### src/rtl/uart_rx_decoder_pkg.sv
// Shared definitions for the UART receive path of the two-digit display link.
// Holds the ASCII constants of the <tens><ones><CR> message format, the state
// encodings of the bit-level and message-level FSMs, and small digit helpers.
// The transmitter side uses the same constants.
package uart_rx_decoder_pkg;

  localparam logic [7:0] ASCII_ZERO = 8'h30;
  localparam logic [7:0] ASCII_NINE = 8'h39;
  localparam logic [7:0] ASCII_CR   = 8'h0D;

  // Bit-level receiver states
  typedef enum logic [2:0] {
    IDLE,
    START,
    DATA,
    STOP,
    BREAK
  } bit_state_t;

  // Position inside the <tens><ones><CR> message
  typedef enum logic [1:0] {
    IDX0,
    IDX1,
    IDX2
  } msg_state_t;

  function automatic logic is_digit(input logic [7:0] b);
    return (b >= ASCII_ZERO) && (b <= ASCII_NINE);
  endfunction

  function automatic logic [3:0] digit_val(input logic [7:0] b);
    logic [7:0] d;
    d = b - ASCII_ZERO;
    return d[3:0];
  endfunction

endpackage

### src/rtl/uart_rx_byte.sv
// 8N1 byte receiver: input synchroniser, baud counter and bit FSM.
// Ports:
//   clk         system clock, rising edge
//   rst         synchronous active-low reset
//   rx_in       asynchronous serial line, idle high
//   byte_out    last good data byte
//   byte_valid  1-cycle pulse per frame with stop bit = 1
//   frame_err   1-cycle pulse when the stop bit is sampled 0
module uart_rx_byte
  import uart_rx_decoder_pkg::*;
#(
  parameter int unsigned CLKS_PER_BIT = 434,
  parameter int unsigned SYNC_STAGES  = 2
) (
  input  logic       clk,
  input  logic       rst,
  input  logic       rx_in,
  output logic [7:0] byte_out,
  output logic       byte_valid,
  output logic       frame_err
);

  localparam int unsigned CW = $clog2(CLKS_PER_BIT);
  localparam logic [CW-1:0] CNT_LAST = CW'(CLKS_PER_BIT - 1);
  localparam logic [CW-1:0] CNT_HALF = CW'(CLKS_PER_BIT / 2 - 1);

  logic [SYNC_STAGES-1:0] sync;
  logic                   rxs;

  bit_state_t  state, state_n;
  logic [CW-1:0] cnt, cnt_n;
  logic [2:0]  bit_idx, bit_idx_n;
  logic [7:0]  shreg, shreg_n;
  logic [7:0]  byte_n;
  logic        byte_valid_n;
  logic        frame_err_n;

  // Synchroniser resets to idle-high so a reset never looks like a start edge
  always_ff @(posedge clk) begin
    if (!rst) begin
      sync <= '1;
    end else begin
      sync <= {sync[SYNC_STAGES-2:0], rx_in};
    end
  end

  assign rxs = sync[SYNC_STAGES-1];

  always_ff @(posedge clk) begin
    if (!rst) begin
      state      <= IDLE;
      cnt        <= '0;
      bit_idx    <= '0;
      shreg      <= '0;
      byte_out   <= '0;
      byte_valid <= 1'b0;
      frame_err  <= 1'b0;
    end else begin
      state      <= state_n;
      cnt        <= cnt_n;
      bit_idx    <= bit_idx_n;
      shreg      <= shreg_n;
      byte_out   <= byte_n;
      byte_valid <= byte_valid_n;
      frame_err  <= frame_err_n;
    end
  end

  always_comb begin
    state_n      = state;
    cnt_n        = cnt;
    bit_idx_n    = bit_idx;
    shreg_n      = shreg;
    byte_n       = byte_out;
    byte_valid_n = 1'b0;
    frame_err_n  = 1'b0;

    unique case (state)
      IDLE: begin
        cnt_n     = '0;
        bit_idx_n = '0;
        if (!rxs) begin
          state_n = START;
        end
      end

      // Confirm the start bit at its mid-point; all later samples are a
      // whole bit period apart from here, so they land mid-bit too.
      START: begin
        if (cnt == CNT_HALF) begin
          cnt_n   = '0;
          state_n = rxs ? IDLE : DATA;
        end else begin
          cnt_n = cnt + 1'b1;
        end
      end

      DATA: begin
        if (cnt == CNT_LAST) begin
          cnt_n     = '0;
          shreg_n   = {rxs, shreg[7:1]};
          bit_idx_n = bit_idx + 1'b1;
          if (bit_idx == 3'd7) begin
            state_n = STOP;
          end
        end else begin
          cnt_n = cnt + 1'b1;
        end
      end

      // Returning to IDLE at the stop mid-point lets a following start edge
      // be caught without waiting for the end of the stop bit.
      STOP: begin
        if (cnt == CNT_LAST) begin
          cnt_n = '0;
          if (rxs) begin
            byte_n       = shreg;
            byte_valid_n = 1'b1;
            state_n      = IDLE;
          end else begin
            frame_err_n = 1'b1;
            state_n     = BREAK;
          end
        end else begin
          cnt_n = cnt + 1'b1;
        end
      end

      // A held-low line reports one frame error, then waits for idle
      BREAK: begin
        cnt_n = '0;
        if (rxs) begin
          state_n = IDLE;
        end
      end

      default: begin
        state_n = IDLE;
        cnt_n   = '0;
      end
    endcase
  end

endmodule

### src/rtl/uart_rx_decoder.sv
// Receive side of the two-digit UART display link. Deserialises 8N1 frames
// and checks each message against <tens ASCII><ones ASCII><CR>, presenting
// the decoded digits with a one-cycle valid strobe.
// Ports:
//   clk         system clock, rising edge
//   rst         synchronous active-low reset
//   rx_in       asynchronous serial line, idle high
//   bcd0        ones digit 0..9, zero-extended to 7 bits
//   bcd1        tens digit 0..9, zero-extended to 7 bits
//   msg_valid   1-cycle pulse, bcd0/bcd1 updated in the same cycle
//   byte_out    last received data byte
//   byte_valid  1-cycle pulse per good frame
//   frame_err   1-cycle pulse when a stop bit is sampled 0
//   msg_err     1-cycle pulse when a byte is out of place in the message
module uart_rx_decoder
  import uart_rx_decoder_pkg::*;
#(
  parameter int unsigned CLKS_PER_BIT = 434,
  parameter int unsigned SYNC_STAGES  = 2
) (
  input  logic       clk,
  input  logic       rst,
  input  logic       rx_in,
  output logic [6:0] bcd0,
  output logic [6:0] bcd1,
  output logic       msg_valid,
  output logic [7:0] byte_out,
  output logic       byte_valid,
  output logic       frame_err,
  output logic       msg_err
);

  msg_state_t mstate, mstate_n;
  logic [3:0] tens, tens_n;
  logic [3:0] ones, ones_n;
  logic [6:0] bcd0_n, bcd1_n;
  logic       msg_valid_n;
  logic       msg_err_n;

  uart_rx_byte #(
    .CLKS_PER_BIT (CLKS_PER_BIT),
    .SYNC_STAGES  (SYNC_STAGES)
  ) u_rx_byte (
    .clk        (clk),
    .rst        (rst),
    .rx_in      (rx_in),
    .byte_out   (byte_out),
    .byte_valid (byte_valid),
    .frame_err  (frame_err)
  );

  always_ff @(posedge clk) begin
    if (!rst) begin
      mstate    <= IDX0;
      tens      <= '0;
      ones      <= '0;
      bcd0      <= '0;
      bcd1      <= '0;
      msg_valid <= 1'b0;
      msg_err   <= 1'b0;
    end else begin
      mstate    <= mstate_n;
      tens      <= tens_n;
      ones      <= ones_n;
      bcd0      <= bcd0_n;
      bcd1      <= bcd1_n;
      msg_valid <= msg_valid_n;
      msg_err   <= msg_err_n;
    end
  end

  always_comb begin
    mstate_n    = mstate;
    tens_n      = tens;
    ones_n      = ones;
    bcd0_n      = bcd0;
    bcd1_n      = bcd1;
    msg_valid_n = 1'b0;
    msg_err_n   = 1'b0;

    if (frame_err) begin
      // Broken frame: drop any partial message silently
      mstate_n = IDX0;
    end else if (byte_valid) begin
      unique case (mstate)
        IDX0: begin
          if (is_digit(byte_out)) begin
            tens_n   = digit_val(byte_out);
            mstate_n = IDX1;
          end else begin
            msg_err_n = 1'b1;
            mstate_n  = IDX0;
          end
        end

        IDX1: begin
          if (is_digit(byte_out)) begin
            ones_n   = digit_val(byte_out);
            mstate_n = IDX2;
          end else begin
            msg_err_n = 1'b1;
            mstate_n  = IDX0;
          end
        end

        IDX2: begin
          if (byte_out == ASCII_CR) begin
            bcd1_n      = {3'b000, tens};
            bcd0_n      = {3'b000, ones};
            msg_valid_n = 1'b1;
          end else begin
            msg_err_n = 1'b1;
          end
          mstate_n = IDX0;
        end

        default: begin
          mstate_n = IDX0;
        end
      endcase
    end
  end

endmodule
### config.mk
export PLATFORM = sky130hd
export DESIGN_NAME = uart_rx_decoder
export DESIGN_NICKNAME = d
export VERILOG_FILES = /design/src/rtl/uart_rx_decoder_pkg.sv /design/src/rtl/uart_rx_byte.sv /design/src/rtl/uart_rx_decoder.sv
export SDC_FILE = /design/constraint.sdc
export NUM_CORES = 1
export LEC_CHECK = 0
export BUFFER_PORTS_ARGS = -buffer_cell sky130_fd_sc_hd__buf_2
export CORE_MARGIN = 2
export CORE_UTILIZATION = 57
export CTS_CLUSTER_DIAMETER = 60
export DETAILED_ROUTE_END_ITERATION = 12
export GPL_TIMING_DRIVEN = 0
export PLACE_DENSITY = 0.88
export SETUP_SLACK_MARGIN = 0.3
export SLEW_MARGIN = 0
export SYNTH_ARGS = -nofsm -noshare
export SYNTH_HDL_FRONTEND = slang
export SYNTH_HIERARCHICAL = 1
export SYNTH_SLANG_ARGS = --single-unit
export TNS_END_PERCENT = 5
### constraint.sdc
create_clock -name clk -period 2.3 [get_ports clk]
set_input_delay 0.345 -clock clk [delete_from_list [all_inputs] [get_ports clk]]
set_output_delay 0.345 -clock clk [all_outputs]
set_load 0.05 [all_outputs]
# After elaboration in Yosys (flattened, before gate mapping)

Index checks and enable logic that the tools add are counted.

Bits in registers: 55
Output and inout bits: 26

$add $sub $neg: 3
Magnitude comparators: 2
Equal/unequal tests: 16
Multiplexer cells: 23
Bitwise operators: 4
Reduce and logical (&&, ||, !) cells: 17

Operator list:

| operator                                                                         | count |
|---|---|
| 3-bit two-way mux                                                                | 8 |
| 9-bit two-way mux                                                                | 2 |
| 9-bit case mux with 2 select lines                                               | 1 |
| 3-bit case mux with 5 select lines                                               | 1 |
| 4-bit AND reduction                                                              | 3 |
| 2-bit by 1-bit inequality test with 1-bit output, second input constant          | 5 |
| 9-bit by 1-bit adder with 9-bit output, second input constant                    | 1 |
| 9-bit by 8-bit == test with 1-bit output, second input constant                  | 1 |
| 9-bit == test, second input constant                                             | 1 |
| 8-bit by 4-bit == test with 1-bit output, second input constant                  | 1 |
| 8-bit by 6-bit >= comparator with 1-bit output, second input constant            | 1 |
| 8-bit by 6-bit less-or-equal comparator with 1-bit output, second input constant | 1 |
| 3-bit by 2-bit == test with 1-bit output, second input constant                  | 2 |
| 3-bit == test, second input constant                                             | 2 |
| 1-bit two-way mux                                                                | 6 |
| 3-bit case mux with 2 select lines                                               | 1 |
| 3-bit AND reduction                                                              | 2 |
| 6-bit AND reduction                                                              | 1 |
| 2-bit OR reduction                                                               | 3 |
| 2-bit two-way mux                                                                | 2 |
| 1-bit inverter                                                                   | 4 |
| 2-bit case mux with 2 select lines                                               | 1 |
| 2-bit AND reduction                                                              | 2 |
| 4-bit OR reduction                                                               | 1 |
| 12 further kinds                                                                 | 12 |

# Longest topological paths before layout

Gate-level depths: netlist (run 1).

Word-level depth: 4
Mapped depth: 7

# By module

The synthesis (run 1) kept the hierarchy.

By module, submodules not included:

| module          | instances | cells each | area an instance (sq um) | sequential area each (sq um) |
|---|---|---|---|---|
| uart_rx_byte    | 1         | 153        | 1506.4                   | 700.7 |
| uart_rx_decoder | 1         | 90         | 882.1                    | 400.4 |

# Worst setup path after synthesis (run 1)

Ideal clock, no wire load.

Path type: register -> register
Start: register u_rx_byte.cnt[0]
End: register u_rx_byte.state[0]
Setup time: 115 ps
Arrival: 1573 ps
Setup slack: 612 ps
Cell stages (with the launch flop): 8
Path buffers: 0
Clock period less this slack: 1688 ps
Cell sequence: dfxtp_1 -> inv_1 -> ha_1 -> nand4bb_1 -> or4_1 -> a32o_2 -> and3_4 -> a31o_1

Word-level cells in the longest chain between the ends: 3

RTL lines:

| item                                                                      | RTL line                                                    | RTL |
|---|---|---|
| start: declaration                                                        | uart_rx_byte.sv:31                                          | `logic [CW-1:0] cnt, cnt_n;` |
| start signal: assignment                                                  | uart_rx_byte.sv:60                                          | `cnt <= cnt_n;` |
| 9-bit == test or 9-bit by 8-bit == test with 1-bit output (tied branches) | uart_rx_byte.sv:99, uart_rx_byte.sv:114, uart_rx_byte.sv:90 |  |
| 2-bit by 1-bit inequality test with 1-bit output (no source line)         | n/a                                                         |  |
| 6-bit AND reduction (no source line) *                                    | n/a                                                         |  |
| end signal: assignment                                                    | uart_rx_byte.sv:59                                          | `state <= state_n;` |
| end: declaration                                                          | uart_rx_byte.sv:30                                          | `bit_state_t state, state_n;` |

Every way passes the cells marked *; elsewhere a longest branch is shown, timed or not.
A chain may end at the register's enable or synchronous reset.

# Worst setup path in the final report (run 1)

Start: register u_rx_byte.cnt[0]
End: register u_rx_byte.state[2]

Same word-level chain as after synthesis.

==> flow_summary.json, run 1 <==
{
  "critPathMaxFanout": 6,
  "synthAdderAreaFrac": 0.0262,
  "grt_start_max_net_pins": 16,
  "place_congestion": 0.888,
  "power.ir.vdd_worst_v": 0.000441,
  "reg2reg_depth": 7,
  "synth_seq_cells": 55,
  "htree_levels": 2,
  "clkLatencyLatePin_ns": 0.30,
  "pre_cts_slack_ns": 0.509,
  "initial_util": 0.593,
  "dominant_combinational_cell_family_by_area_after_synthesis": "simple AND/OR/NAND/NOR gates",
  "grt_overflow_total": 0,
  "period_needed_ns": 1.81,
  "first_global_vias": 1580,
  "clk_path_buf_depth": 2,
  "use_met2": 0.341,
  "die_width_um": 68.7,
  "route.detailed.drc": 0,
  "clk_root_buffer_cell": "sky130_fd_sc_hd__clkbuf_8",
  "critical_path.reg2reg.startpoint": "u_rx_byte/cnt[0]",
  "worst_min_delay_path_startpoint": "rx_in",
  "nFillCells": 339,
  "setup_viol": 0,
  "grt.busiest_layer": "met2",
  "timing.rr.end": "u_rx_byte/state[2]",
  "fp.coreArea_um2": 4030,
  "post_synth.cell_area_avg_um2": 9.83,
  "place.detailed.hpwl_mm": 2.91,
  "slew_violations": 0,
  "final_hold_viol_count": 0,
  "wire_per_inst_um": 12.1,
  "ratio_of_cells_with_drive_above_1_in_the_final_layout": 0.188,
  "run_status": "finished, final reports clean",
  "holdBufCountCts": 0,
  "chipHeight_um": 68.7,
  "number_of_warnings_issued_by_yosys": 6,
  "synth.area.mux_share": 0.151,
  "register_area_um2": 1100,
  "xor_and_xnor_fraction_of_the_mapped_netlist_area": 0.0257,
  "setup-tns-final_ns": 0,
  "port_buffers": 22,
  "tritoncts.num_buffers": 5,
  "grt.met1_usage": 0.222,
  "final_worst_setup_slack_ns": 0.487,
  "drt-total-wl_mm": 3.94,
  "path_clk_slew_ns": 0.08,
  "power_density_nw_per_um2": 579,
  "synth_compound_gate_area_share": 0.0498,
  "critPathKind": "reg -> reg",
  "timing.final.crit_share": 0.788,
  "totalPowerFinal_mw": 1.54,
  "critical_path_capture_point_type": "flip-flop",
  "globalRouteTotalUtil": 0.188,
  "worst-endpoint-required_ns": 2.53,
  "synth-seq-area-share": 0.461,
  "multi_input_comb_area_um2": 1190,
  "p_leak_nw": 1.17,
  "grt_util_met3": 0.0438,
  "diodes": 0,
  "crit_end": "u_rx_byte/state[2]",
  "setup.worst_path.start_class": "flip-flop",
  "utilization": 0.662,
  "worst_setup_path_startpoint": "u_rx_byte/cnt[0]",
  "max_freq_mhz": 552,
  "layout-area-overhead-vs-synth_pct": 11.7,
  "rsz0062_at_grt": "false",
  "avgViaCountPerCell": 5.18,
  "row_count": 23,
  "grt_pass1_wl_mm": 6.71,
  "post-cts-setup-buffers": 0,
  "cts.sink_count": 55,
  "clock_skew_ns": 0.00609,
  "synth_cells": 243,
  "grt_antenna_before_repair": 0,
  "critical_path_arrival_ns": 2.04,
  "synth_simple_gate_area_frac": 0.235,
  "drv.max_cap_violation_count": 0,
  "post_synth_num_cell_types": 42,
  "timing.hold.ws_ns": 0.226,
  "r2r_setup_slack_ns": 0.49,
  "cts_tree": "done",
  "drt_pass1_iterations": 4,
  "hold_path_class": "in -> reg",
  "num_io_pins": 29,
  "netlist_area_um2": 2390,
  "initialDrtViolationCount": 57,
  "cts.repair.resized": 0,
  "final_antenna_net_count": 0,
  "fp.dieArea_um2": 4720,
  "vias": 1695,
  "design.final.nets": 285
}
[routing by layer]
metal,up-vias,part of all wire
met2,29,0.51
met4,0,0
met3,0,0.030
li1,894,-
met1,772,0.46
met5,-,0
[synth_stat cells (all sizes together)]
cell	number	area share
a32o	1	0.0047
o21ai	1	0.0021
nor2	20	0.032
nand4bb	1	0.0047
o2111ai	1	0.0063
dfxtp	55	0.46
mux2i	35	0.15
nand4	4	0.010
nand2b	5	0.013
o22ai	3	0.0079
nor2b	17	0.045
and4	1	0.0037
buf	9	0.027
a22oi	2	0.0063
xnor2	5	0.018
a21oi	5	0.010
nand3	8	0.019
a31o	1	0.0037
and4b	1	0.0047
nor3	1	0.0021
nor4b	1	0.0063
clkbuf	6	0.0094
nand4b	2	0.010
nor3b	2	0.0084
and4bb	3	0.016
xor2	2	0.0073
ha	5	0.026
conb	1	0.0016
and3	3	0.010
o2111a	1	0.0047
mux2	1	0.0047
inv	8	0.013
a211o	1	0.0037
or4	1	0.0031
nand2	30	0.047
[registers in the layout, indices dropped and copies added, names as in the netlist]
signal and count:
u_rx_byte/state 3, mstate 2, u_rx_byte/byte_out 8, bcd1 4, u_rx_byte/shreg 8, msg_err 1, u_rx_byte/byte_valid 1, tens 4
u_rx_byte/frame_err 1, bcd0 4, u_rx_byte/sync 2, u_rx_byte/cnt 9, msg_valid 1, u_rx_byte/bit_idx 3, ones 4
[cell usage in the layout (no fill, tap or decap), types with 2 or more instances in the layout]
cell,n
sky130_fd_sc_hd__xnor2_1,5
sky130_fd_sc_hd__o22ai_1,3
sky130_fd_sc_hd__ha_1,5
sky130_fd_sc_hd__clkbuf_1,6
sky130_fd_sc_hd__mux2i_1,35
sky130_fd_sc_hd__inv_1,7
sky130_fd_sc_hd__nand3_1,7
sky130_fd_sc_hd__conb_1,6
sky130_fd_sc_hd__nand4_1,4
sky130_fd_sc_hd__and4bb_2,3
sky130_fd_sc_hd__nor2b_1,17
sky130_fd_sc_hd__dfxtp_1,55
sky130_fd_sc_hd__nand2b_1,5
sky130_fd_sc_hd__buf_4,8
sky130_fd_sc_hd__buf_2,23
sky130_fd_sc_hd__clkbuf_8,6
sky130_fd_sc_hd__nand2_1,30
sky130_fd_sc_hd__xor2_1,2
sky130_fd_sc_hd__nor2_1,19
sky130_fd_sc_hd__and3_1,2
sky130_fd_sc_hd__a21oi_1,5
sky130_fd_sc_hd__a22oi_1,2
[metrics by stage]
step                area, um^2  cells
detailed placement        2580    320
global placement          2580    320
floorplan                 2410    248
finish                    2670    327
global route              2670    327
CTS                       2670    327
[kinds of logic after synthesis]
logic type      count (synthesis)
compound gates                 16
xor+xnor                        7
fa+ha+maj                       5
buf+inv                        23
flops                          55
mux                            36
other cells                     1
simple gates                  100
[worst max-delay path, stage by stage (launching register included)]
cell	delay (ns)
sky130_fd_sc_hd__dfxtp_1	0.37
sky130_fd_sc_hd__inv_1	0.07
sky130_fd_sc_hd__ha_1	0.14
sky130_fd_sc_hd__nand4bb_1	0.09
sky130_fd_sc_hd__or4_1	0.40
sky130_fd_sc_hd__a32o_2	0.26
sky130_fd_sc_hd__nor2_2	0.21
sky130_fd_sc_hd__mux2i_1	0.20
[how the worst min path moves through the flow]
stage,endpoint,cells after the start,slack (ns)
floorplan,u_rx_byte/sync[1],1,0.39
global placement,u_rx_byte/sync[1],1,0.39
detailed placement,u_rx_byte/sync[1],1,0.40
CTS,u_rx_byte/sync[0],2,0.22
global route,u_rx_byte/sync[0],2,0.23
finish,u_rx_byte/sync[0],2,0.23
[report_power, final]
group / internal (mW) / switching (mW)
Sequential: 0.954 / 0.00145
Combinational: 0.0221 / 0.0480
Clock: 0.237 / 0.282
[area by class of cell]
class,instances,share of cell area
Sequential cell,55,0.413
Inverter,8,0.0113
Clock inverter,1,0.00188
Buffer,15,0.0328
Tap cell,50,0.0235
Timing Repair Buffer,22,0.0413
Multi-Input combinational cell,170,0.446
Clock buffer,6,0.0310
No activity file was read; power rests on OpenSTA's default activity.
==> inputs of run 2 (changes only) <==
- clock period: 2.3 -> 1.8 ns (I/O delays scaled with it)
==> run 2 against run 1 <==
- routed wire length is 3.8% higher
- clock skew up 0.0034 ns
- largest power group unchanged
- sequential share of layout area decreased by 0.71 points
- hold slack got worse by 0.092 ns
- largest cell class unchanged
==> flow_summary.json, run 2 (synthesis gave the netlist of run 1 again) <==
{
  "critPathKind": "reg -> reg",
  "tritoncts.num_buffers": 5,
  "cts.sink_count": 55,
  "path_clk_slew_ns": 0.10,
  "timing.final.crit_share": 0.986,
  "setup_viol": 0,
  "holdPathStages": 2,
  "drt-total-wl_mm": 4.09,
  "row_count": 23,
  "diodes": 0,
  "critPathMaxFanout": 3,
  "globalRouteTotalUtil": 0.184,
  "nFillCells": 333,
  "num_io_pins": 29,
  "worst_min_delay_path_startpoint": "rx_in",
  "route.detailed.drc": 0,
  "final_cell_mix": "sky130_fd_sc_hd__dfxtp_1, sky130_fd_sc_hd__mux2i_1, sky130_fd_sc_hd__nand2_1",
  "final_antenna_net_count": 0,
  "setup-tns-final_ns": 0,
  "worst-endpoint-required_ns": 2.01,
  "critical_path.cell_chain": "inv_1 > ha_1 > nand4bb_1 > or4_1 > a32o_2 > and3_4 > a31o_1",
  "utilization": 0.681,
  "rsz0062_at_grt": "true",
  "design.final.nets": 286,
  "slew_violations": 0,
  "highest_cell_delay_on_the_worst_timing_path_ns": 0.40,
  "clk_root_buffer_cell": "sky130_fd_sc_hd__clkbuf_8",
  "layout-area-overhead-vs-synth_pct": 14.9,
  "grt_overflow_total": 0,
  "critical_path_capture_point_type": "flip-flop",
  "vias": 1732,
  "htree_levels": 2,
  "critical_path_arrival_ns": 1.99,
  "initialDrtViolationCount": 50,
  "power.ir.vdd_worst_v": 0.000355,
  "place.detailed.hpwl_mm": 2.92,
  "drv.max_cap_violation_count": 0,
  "largest_register_ff_count": 9,
  "max_slew_margin": 0.661,
  "r2r_setup_slack_ns": 0.02,
  "reg2reg_depth": 7,
  "clkLatencyLatePin_ns": 0.31,
  "grt_antenna_before_repair": 0,
  "hold_path_class": "in -> reg",
  "cts_tree": "done",
  "avgViaCountPerCell": 5.26,
  "leading_cell_type_in_the_layout_fill_and_taps_excluded": "sky130_fd_sc_hd__dfxtp_1",
  "grt_pass1_wl_mm": 6.45,
  "setup.worst_path.start_class": "flip-flop",
  "timing.rr.end": "u_rx_byte/state[0]",
  "grt_start_max_net_pins": 19,
  "p_leak_nw": 1.18,
  "port_buffers": 22,
  "top_regs": "u_rx_byte/cnt (9), u_rx_byte/byte_out (8), u_rx_byte/shreg (8)",
  "place_congestion": 0.813,
  "ratio_of_cells_with_drive_above_1_in_the_final_layout": 0.244,
  "drt_pass1_iterations": 4,
  "top_reg_by_flops": "u_rx_byte/cnt",
  "wire_per_inst_um": 12.4,
  "max_freq_mhz": 563,
  "fp.coreArea_um2": 4030,
  "worst_hold_path.endpoint": "u_rx_byte/sync[0]",
  "power_density_nw_per_um2": 732,
  "tightest_slew_ns": 0.508,
  "holdBufCountCts": 0,
  "clock_skew_ns": 0.00948,
  "final_hold_viol_count": 0,
  "fp.dieArea_um2": 4720,
  "initial_util": 0.593,
  "run_status": "finished, final reports clean",
  "master_of_the_slowest_instance_on_the_critical_path": "sky130_fd_sc_hd__or4_1",
  "die_width_um": 68.7,
  "period_needed_ns": 1.78,
  "totalPowerFinal_mw": 2.01,
  "critical_path.reg2reg.startpoint": "u_rx_byte/cnt[0]",
  "clk_path_buf_depth": 2,
  "chipHeight_um": 68.7,
  "first_global_vias": 1484
}
[run 2: power by group]
| part | leakage [nW] | switching, mW | internal [mW] |
|---|---|---|---|
| clock | 0.0408 | 0.415 | 0.279 |
| sequential | 0.447 | 0.00177 | 1.22 |
| combinational | 0.691 | 0.0660 | 0.0305 |
[run 2: layout make-up]
cell class	instances	area (um^2)	area share
Sequential cell	55	1110	0.406
Multi-Input combinational cell	170	1230	0.449
Buffer	15	96.3	0.0351
Clock inverter	3	23.8	0.00866
Clock buffer	5	68.8	0.0251
Timing Repair Buffer	23	118	0.0428
Tap cell	50	62.6	0.0228
Inverter	8	30.0	0.0109
[run 2: worst max-delay path by stage]
stage / from / endpoint / slack, ns / cells past startpoint
floorplan: u_rx_byte/cnt[0] / u_rx_byte/state[0] / 0.11 / 7
global placement: u_rx_byte/cnt[0] / u_rx_byte/state[1] / 0.04 / 7
detailed placement: u_rx_byte/cnt[0] / u_rx_byte/state[2] / 0.02 / 7
CTS: u_rx_byte/cnt[0] / u_rx_byte/state[0] / 0.05 / 7
global route: u_rx_byte/cnt[0] / u_rx_byte/state[0] / -0.04 / 6
finish: u_rx_byte/cnt[0] / u_rx_byte/state[0] / 0.02 / 7
[run 2: stage by stage]
step / hold WS (ns) / std cells / area, um^2 / setup WS (ns)
floorplan: 0.371 / 248 / 2410 / 0.113
global placement: 0.389 / 320 / 2580 / 0.0371
detailed placement: 0.397 / 320 / 2580 / 0.0200
CTS: 0.128 / 329 / 2690 / 0.0543
global route: 0.130 / 329 / 2750 / -0.0385
finish: 0.133 / 329 / 2750 / 0.0247
[run 2: worst max-delay path, delay by kind of cell (launching register included)]
| family | cells | cell delay [ns] |
|---|---|---|
| adder cells (fa/ha/maj) | 1 | 0.13 |
| flip-flops | 1 | 0.35 |
| buffers and inverters | 1 | 0.05 |
| AND/OR/NAND/NOR | 3 | 0.68 |
| AO/OA/AOI/OAI | 2 | 0.47 |
[run 2: layer usage]
metal  GRT usage  vias up  routed length, um
met4       0.103        0                 79
met5           0        -                  0
met3      0.0341        7                117
met1       0.212      807               1870
li1            -      894                  -
met2       0.320       24               2020
[run 2: repair_timing]
action | 4_1_cts | 5_1_grt
hold endpoints to repair | 0 | 0
resized for setup | 2 | 17
buffers inserted | 1 | 0
pin swaps | 1 | 13
endpoints found under the setup margin | 31 | 31
